<file path="config.mk">
export PLATFORM = sky130hd
export DESIGN_NAME = hamming_serial_decoder
export DESIGN_NICKNAME = d
export VERILOG_FILES = /design/src/rtl/hamming_serial_decoder_pkg.sv /design/src/rtl/hamming_syndrome_acc.sv /design/src/rtl/hamming_serial_decoder.sv
export SDC_FILE = /design/constraint.sdc
export NUM_CORES = 1
export LEC_CHECK = 0
export CORE_ASPECT_RATIO = 1.2
export CORE_MARGIN = 1.5
export CORE_UTILIZATION = 53
export CTS_BUF_LIST = sky130_fd_sc_hd__clkbuf_16
export DETAILED_ROUTE_END_ITERATION = 10
export PLACE_DENSITY = 0.81
export SYNTH_ARGS = -nofsm -noshare
export SYNTH_HDL_FRONTEND = slang
export SYNTH_SLANG_ARGS = --single-unit
export TNS_END_PERCENT = 100
</file>
<file path="constraint.sdc">
create_clock -name clk -period 3.3 [get_ports clk]
set_clock_uncertainty 0.1 [all_clocks]
set_input_delay 0.99 -clock clk [delete_from_list [all_inputs] [get_ports clk]]
set_output_delay 0.99 -clock clk [all_outputs]
set_load 0.02 [all_outputs]
</file>
<file path="src/rtl/hamming_serial_decoder_pkg.sv">
// Shared Hamming(21,16) definitions: code widths, parity positions, FSM states
// and the codeword-to-data extraction used by both the encoder and the decoder.
package hamming_pkg;

    localparam int CW_W   = 21;
    localparam int DATA_W = 16;
    localparam int SYN_W  = 5;

    // Parity bits sit at the power-of-two positions (index = position - 1).
    localparam int PAR_IDX [SYN_W] = '{0, 1, 3, 7, 15};

    typedef enum logic [1:0] {
        ST_IDLE,
        ST_SCAN,
        ST_FIX
    } ham_state_t;

    function automatic logic is_parity_idx(input int idx);
        logic hit;
        hit = 1'b0;
        for (int j = 0; j < SYN_W; j++) begin
            if (PAR_IDX[j] == idx) hit = 1'b1;
        end
        return hit;
    endfunction

    // Data bits fill the non-parity indices in ascending order.
    function automatic logic [DATA_W-1:0] ham_extract(input logic [CW_W-1:0] cw);
        logic [DATA_W-1:0] m;
        int k;
        m = '0;
        k = 0;
        for (int i = 0; i < CW_W; i++) begin
            if (!is_parity_idx(i)) begin
                m[k] = cw[i];
                k++;
            end
        end
        return m;
    endfunction

endpackage

</file>
<file path="src/rtl/hamming_syndrome_acc.sv">
// Bit-serial syndrome accumulator: folds one codeword bit and its 1-based
// position into the running 5-bit syndrome per enabled cycle.
module hamming_syndrome_acc
    import hamming_pkg::*;
(
    input  logic             clk,
    input  logic             rst_n,
    input  logic             i_clear,
    input  logic             i_en,
    input  logic             i_bit,
    input  logic [SYN_W-1:0] i_pos,
    output logic [SYN_W-1:0] o_syn
);

    logic [SYN_W-1:0] r_syn;

    always_ff @(posedge clk or negedge rst_n) begin
        if (!rst_n) begin
            r_syn <= '0;
        end else if (i_clear) begin
            r_syn <= '0;
        end else if (i_en) begin
            r_syn <= r_syn ^ ({SYN_W{i_bit}} & i_pos);
        end
    end

    assign o_syn = r_syn;

endmodule

</file>
<file path="src/rtl/hamming_serial_decoder.sv">
// Bit-serial Hamming(21,16) decoder with single-error correction.
// Optional `uncorrectable` output is enabled by defining HAM_UNCORR_FLAG_EN.
module hamming_serial_decoder
    import hamming_pkg::*;
(
    input  logic              clk,
    input  logic              rst_n,
    input  logic              i_start,
    input  logic [CW_W-1:0]   i_e_in,
    output logic              o_busy,
    output logic              o_done,
    output logic [DATA_W-1:0] o_m_out,
    output logic [SYN_W-1:0]  o_err_pos,
    output logic              o_corrected
`ifdef HAM_UNCORR_FLAG_EN
    ,
    output logic              o_uncorrectable
`endif
);

    ham_state_t        r_state;
    logic [CW_W-1:0]   r_cw;
    logic [SYN_W-1:0]  r_pos;
    logic              r_busy;
    logic              r_done;
    logic [DATA_W-1:0] r_m_out;
    logic [SYN_W-1:0]  r_err_pos;
    logic              r_corrected;
`ifdef HAM_UNCORR_FLAG_EN
    logic              r_uncorrectable;
`endif

    logic              w_clear;
    logic              w_acc_en;
    logic              w_bit;
    logic [SYN_W-1:0]  w_syn;
    logic [CW_W-1:0]   w_flip_mask;
    logic              w_flip;
    logic [CW_W-1:0]   w_fixed_cw;

    assign w_clear  = (r_state == ST_IDLE) && i_start;
    assign w_acc_en = (r_state == ST_SCAN);
    assign w_bit    = r_cw[r_pos - 5'd1];

    hamming_syndrome_acc u_syn_acc (
        .clk     (clk),
        .rst_n   (rst_n),
        .i_clear (w_clear),
        .i_en    (w_acc_en),
        .i_bit   (w_bit),
        .i_pos   (r_pos),
        .o_syn   (w_syn)
    );

    // One-hot flip mask; syndromes 0 and 22..31 match no position and flip nothing.
    for (genvar gi = 0; gi < CW_W; gi++) begin : g_flip
        assign w_flip_mask[gi] = (w_syn == SYN_W'(gi + 1));
    end

    assign w_flip     = |w_flip_mask;
    assign w_fixed_cw = r_cw ^ w_flip_mask;

    always_ff @(posedge clk or negedge rst_n) begin
        if (!rst_n) begin
            r_state         <= ST_IDLE;
            r_cw            <= '0;
            r_pos           <= 5'd1;
            r_busy          <= 1'b0;
            r_done          <= 1'b0;
            r_m_out         <= '0;
            r_err_pos       <= '0;
            r_corrected     <= 1'b0;
`ifdef HAM_UNCORR_FLAG_EN
            r_uncorrectable <= 1'b0;
`endif
        end else begin
            r_done <= 1'b0;
            case (r_state)
                ST_IDLE: begin
                    if (i_start) begin
                        r_cw    <= i_e_in;
                        r_pos   <= 5'd1;
                        r_busy  <= 1'b1;
                        r_state <= ST_SCAN;
                    end
                end
                ST_SCAN: begin
                    if (r_pos == SYN_W'(CW_W)) begin
                        r_pos   <= 5'd1;
                        r_state <= ST_FIX;
                    end else begin
                        r_pos <= r_pos + 5'd1;
                    end
                end
                ST_FIX: begin
                    r_m_out         <= ham_extract(w_fixed_cw);
                    r_err_pos       <= w_syn;
                    r_corrected     <= w_flip;
`ifdef HAM_UNCORR_FLAG_EN
                    r_uncorrectable <= (w_syn > SYN_W'(CW_W));
`endif
                    r_done          <= 1'b1;
                    r_busy          <= 1'b0;
                    r_state         <= ST_IDLE;
                end
                default: begin
                    r_busy  <= 1'b0;
                    r_state <= ST_IDLE;
                end
            endcase
        end
    end

    assign o_busy          = r_busy;
    assign o_done          = r_done;
    assign o_m_out         = r_m_out;
    assign o_err_pos       = r_err_pos;
    assign o_corrected     = r_corrected;
`ifdef HAM_UNCORR_FLAG_EN
    assign o_uncorrectable = r_uncorrectable;
`endif

endmodule

</file>
==> flow_metrics.py <==
metrics = {
    "final_layout": {
        "layout-area-overhead-vs-synth_pct": 27.5,
        "antenna-diode-count": 0,
        "seqCellArea_sq_um": 1430,
        "multi_input_logic_area_sq_um": 1310,
        "layout.filler_cells": 404,
        "drive_gt1_share_pct": 9.80,
        "nNetsFinal": 369,
    },
    "die": {
        "core-area_sq_um": 5230,
        "floorplan.die_area_sq_um": 5800,
        "io_pins": 48,
        "initial_core_util_pct": 54.3,
        "die-height_um": 83.1,
        "die_width_um": 69.8,
        "floorplan.rows": 29,
    },
    "sta": {
        "worst_pin_slew_ps": 752,
        "final.min_clock_period_ps": 2730,
        "grt_setup_unrepaired": "false",
        "setup_viol": 0,
        "finalSetupTns_ps": 0,
        "hold_violations": 0,
        "number_of_max_slew_violations_in_the_final_report": 0,
        "maxClockFrequency_mhz": 366,
        "final.period_utilization_pct": 82.8,
        "fin_ws_ps": 569,
        "relSlewSlack_pct": 49.8,
    },
    "critical_path": {
        "worstSetupStartpointType": "flop",
        "critical_path_required_ps": 3440,
        "critPathMaxFanout": 12,
        "reg2reg_to": "u_syn_acc.o_syn[4]",
        "cp-end-kind": "flop",
        "critical_path.endpoint": "u_syn_acc.o_syn[4]",
        "start_point_of_the_critical_path": "r_pos[0]",
        "regToRegSetupSlack_ps": 570,
        "worst-setup-path-type": "reg -> reg",
        "ff2ff_path_depth": 8,
        "cp.arrival_ps": 2870,
        "r2r_start": "r_pos[0]",
    },
    "hold_path": {
        "hold-path-cell-count": 2,
        "hold_wc_path_type": "reg -> reg",
    },
    "route": {
        "drt_pre_antenna_iters": 4,
        "detail_route.wl_per_cell_um": 15.0,
        "drt-vias-per-instance": 5.42,
        "drt-total-wl_um": 6150,
        "detail_route.iter0.violations": 158,
        "drc": 0,
        "via_count": 2217,
        "final_antenna_net_count": 0,
    },
    "place": {
        "gp_routability_congestion": 0.875,
        "placement.setup.worst_slack_ps": 584,
        "numPortBuffers": 47,
        "place_hpwl_um": 4330,
    },
    "synth": {
        "asyncSetResetFlopFracSynth_pct": 100,
        "warnings_synthesis": 0,
        "ys_seq_elements": 57,
        "netlist.top_cell.by_area": "dfrtp_1",
        "synthesis.area_sq_um": 2840,
        "yosysUniqueCellTypes": 38,
        "synth_top_cell_area_share_pct": 49.4,
        "synth.yosys.seq_area_share_pct": 50.4,
        "syn_inst": 296,
        "synthMostInstantiatedCell": "nand2_1",
        "synth_top_cells_by_area": "dfrtp_1 (49%), nand2_1 (13%), xor2_1 (5.3%)",
        "ys_dominant_reg_cell": "dfrtp_1",
        "syn_nets": 323,
        "number_of_enable_flip_flop_cells_after_synthesis": 0,
        "yosys-top-cells-count": "nand2_1 (98), dfrtp_1 (56), o21ai_0 (24)",
        "avgSynthCellArea_sq_um": 9.58,
    },
    "global_routing": {
        "grt.total_usage_pct": 24.2,
        "grt_max_degree": 41,
        "antenna_found_initial": 0,
        "grt_pass1_vias": 2264,
        "grt_first_pass_wirelength_um": 11000,
        "global_route.overflow_total": 0,
    },
    "clock_tree": {
        "worstSkewPairLatency_ps": 320,
        "cts-buffers-inserted": 9,
        "cts_setup_buffers": 0,
        "cts-resized-gates": 0,
        "hold_buffers": 0,
        "htree_levels": 3,
        "cts.path.max_buffers": 2,
        "clk_transition_reported_paths_ps": 50,
        "clkSinkCount": 57,
        "cts_tree": "done",
        "cts_root_buffer": "clkbuf_16",
    },
    "outcome": {
        "status": "finished clean",
    },
    "power_and_ir_drop": {
        "worst_ir_drop_vdd_uv": 569,
        "power.leakage_nw": 1.65,
        "p_per_area_nw_per_um2": 920,
        "total_power_mw": 3.33,
    },
    "run": {
        "maxCapViolations": 0,
    },
}
## metal layers
layer	share of wire [%]	vias to the layer above	wire [um]	track usage [%]
met5	0	-	0	0
met4	2.1	0	132	10.3
met3	3.7	10	225	5.83
met2	50	56	3050	38.8
met1	45	1059	2740	31.4
li1	-	1092	-	-
## cell usage in the layout (no fill, tap or decap), types with 2 or more instances in the layout
cell             count
a21o_1               2
buf_4                5
clkbuf_16            9
clkdlybuf4s50_1     46
clkinv_2             2
clkinvlp_4           2
dfrtp_1             56
ha_1                 3
inv_1                5
mux2_2               5
mux2i_1              8
mux4_2               2
nand2_1             98
nand2b_1             2
nand3_1             10
nand4_1              4
nand4b_1             3
nor2_1               9
nor2b_1              4
nor3_1               2
nor3b_1              3
o21ai_0             24
o31ai_1              5
xnor2_1              3
xor2_1              17
## worst min path at each step
stage | endpoint | from | slack (ps)
6_report | r_cw[15] | r_cw[15] | 370
5_1_grt | r_cw[1] | r_cw[1] | 420
4_1_cts | r_cw[1] | r_cw[1] | 370
3_5_place_dp | r_cw[1] | r_cw[1] | 360
3_3_place_gp | o_m_out[9] | o_m_out[9] | 360
2_1_floorplan | r_cw[15] | r_cw[15] | 340
## state kept, by name, indices dropped and copies added (netlist names), 2 cells and up
| register | count |
|---|---|
| o_err_pos | 5 |
| o_m_out | 16 |
| r_cw | 21 |
| r_pos | 5 |
| r_state | 2 |
| u_syn_acc.o_syn | 5 |
## critical path, stage by stage, from the launching register on
cell and delay (ps):
dfstp_2 520, inv_1 70, ha_1 640, mux2_4 340
nand3_1 70, o311ai_0 100, and3_2 230, o31ai_1 330
mux2i_1 240
## kinds of logic after synthesis
group / count (synthesis) / share of synthesized area (%)
AOI/OAI and AO/OA: 39 / 9.31
adders and majority gates: 3 / 1.32
and+or+nand+nor: 139 / 21.7
buffers and inverters: 21 / 3.62
xor gates and xnor gates: 21 / 6.75
muxes: 16 / 6.93
DFF: 57 / 50.4
## report_power, final
part	internal (mW)	leakage, nW	switching (mW)	total, mW
sequential	0.906	0.713	0.295	1.20
combinational	0.556	0.797	0.682	1.24
clock	0.574	0.140	0.312	0.886
## metrics by stage
step / instances / instance area, sq um / util, % / hold WS [ps]
3_3_place_gp: 393 / 3330 / 63.7 / 361
5_1_grt: 409 / 3620 / 69.2 / 420
3_5_place_dp: 393 / 3330 / 63.7 / 362
4_1_cts: 409 / 3620 / 69.2 / 374
2_1_floorplan: 296 / 2840 / - / 339
6_report: 409 / 3620 / 69.2 / 372
## cell type report
cell class	instances	share of cell area [%]
Clock inverter	7	1.73
Inverter	4	0.415
Clock buffer	9	6.23
Tap cell	62	2.15
Sequential cell	57	39.5
Timing Repair Buffer	52	13.9
Multi-Input combinational cell	218	36.1
No activity file was read; power rests on OpenSTA's default activity.
==> RTL change, RTL diff (same settings) <==
`CW_W`: 21 -> 42.
--- a/src/rtl/hamming_serial_decoder_pkg.sv
+++ b/src/rtl/hamming_serial_decoder_pkg.sv
@@ -2,7 +2,7 @@
 // and the codeword-to-data extraction used by both the encoder and the decoder.
 package hamming_pkg;
 
-    localparam int CW_W   = 21;
+    localparam int CW_W   = 42;
     localparam int DATA_W = 16;
     localparam int SYN_W  = 5;
 
Interface: changed (resized i_e_in); port bits go from 48 to 69. No check against the original RTL was run, so the function may have changed too.
==> RTL change against the original RTL <==
  * First-iteration DRC count shrank 18%
  * Count of clock-buffer cells in the layout is the same
  * Design area grew 17%
  * Critical path depth is the same
  * Cell count grew 19%
  * Worst setup slack lost 0.30 ns
  * Routed wire length grew 11%
  * Sequential cell count grew 11
  * Area after synthesis grew 18%
  * Largest power group unchanged
  * Power grew 26%
==> RTL change: results (changes against the original RTL) <==
* Final wirelength at 6840 um (+11%)
* Largest fanout on the critical path at 13 (+1)
* Iter 0 DRT Violations at 130 (-18%)
* Post-DP HPWL at 4780 um (+10%)
* Vias per cell at 5.18 (-4.5%)
* Layout filler cell count at 487 (+21%)
* Hold_sp: o_corrected
* Share of cells above drive strength 1 at 0.0990 (+0.00103)
* IO buf count at 58 (+23%)
* Synth cell types at 40 (+5.3%)
* Post-synthesis sequential area ratio at 0.509 (+0.00564)
* GR Util All Layers at 0.230 (-0.0123)
* Peak VDD IR at 0.000576 V (+1.3%)
* R2R Setup Slk at 0.27 ns (-0.30 ns)
* Syn nets at 395 (+22%)
* Vias in the first global route at 2437 (+7.6%)
* Wire length of the first global-routing pass at 11900 um (+8.3%)
* Rel. slew slack at 0.508 (+0.00902)
* Area contributors post-synth: dfrtp_1 (50%), nand2_1 (15%), mux2_2 (4.0%), xor2_1 (3.4%), mux4_1 (3.1%)
* Pleak at 2.01 nW (+22%)
* Most common library cells after synthesis: nand2_1 (132), dfrtp_1 (67), o21ai_0 (21)
* Outcome: completed
* Largest net degree at the start of global routing at 40 (-2.4%)
* Nets at 447 (+21%)
* Max reg flops at 32 (+52%)
* CP Data Arrival Time at 3.18 ns (+0.31 ns)
==> RTL change: changes by cell type after synthesis, sizes merged, moves of 4 or more <==
cell | before | now
mux2 | 6 | 13
clkbuf | 13 | 17
nand3 | 10 | 14
nand2 | 98 | 132
dfrtp | 56 | 67
mux4 | 2 | 6
==> RTL change: where the power goes <==
| group | internal (W) | switching [W] |
|---|---|---|
| logic | 0.000901 | 0.000907 |
| clock network | 0.000492 | 0.000327 |
| registers | 0.00117 | 0.000377 |
| total | 0.00256 | 0.00161 |
==> RTL change: area by class of cell <==
type | instances | area (um^2) | area share
multi-input cells | 252 | 1520 | 0.360
inverters | 5 | 18.8 | 0.00444
clock inverters | 7 | 30.0 | 0.00710
flip-flops and latches | 68 | 1700 | 0.403
clock buffers | 9 | 225 | 0.0533
repair buffers | 63 | 626 | 0.148
well taps | 82 | 103 | 0.0243
==> RTL change: worst paths after layout <==
| check | end | cells past startpoint |
|---|---|---|
| setup / recovery | u_syn_acc.o_syn[2] | 8 |
| hold / removal | o_corrected | 1 |
| setup reg to reg | u_syn_acc.o_syn[2] | 8 |
| hold reg to reg | o_corrected | 1 |
| max in group asynchronous | r_pos[0] | 2 |
| min in group asynchronous | r_cw[13] | 1 |
==> RTL change: worst max-delay path: cells and delay by family, from the launching register on <==
| family | cells | cell delay, ns |
|---|---|---|
| AND/OR/NAND/NOR | 1 | 0.11 |
| adder cells (fa/ha/maj) | 1 | 0.64 |
| buffers and inverters | 1 | 0.12 |
| flip-flops | 1 | 0.53 |
| multiplexers | 3 | 1.13 |
| AO/OA/AOI/OAI | 2 | 0.31 |
==> RTL change: cell families (layout without fill, tap and decap cells) <==
kind of cell | after synthesis | after routing | synth area share
fa+ha+maj | 3 | 3 | 0.0112
mux | 26 | 26 | 0.111
xor+xnor | 20 | 20 | 0.0580
compound gates | 31 | 31 | 0.0572
simple gates | 172 | 172 | 0.218
buf+inv | 27 | 84 | 0.0355
flops | 68 | 68 | 0.509
==> RTL change: metal layers <==
layer,vias to the layer above,global-route usage,share of wire
met5,-,0,0
met4,0,0.0863,0.017
met3,10,0.0471,0.035
met2,64,0.332,0.49
met1,1199,0.340,0.46
li1,1243,-,-
==> RTL change: stage by stage <==
step                worst slack, ns  std cells  area [um^2]  hold slack [ns]  total power, W
floorplan                     0.600        347         3340            0.337         0.00283
global placement              0.360        470         3970            0.349         0.00328
detailed placement            0.266        470         3970            0.354         0.00335
CTS                           0.242        486         4230            0.368         0.00419
global route                  0.121        486         4230            0.391         0.00446
finish                        0.271        486         4230            0.360         0.00417
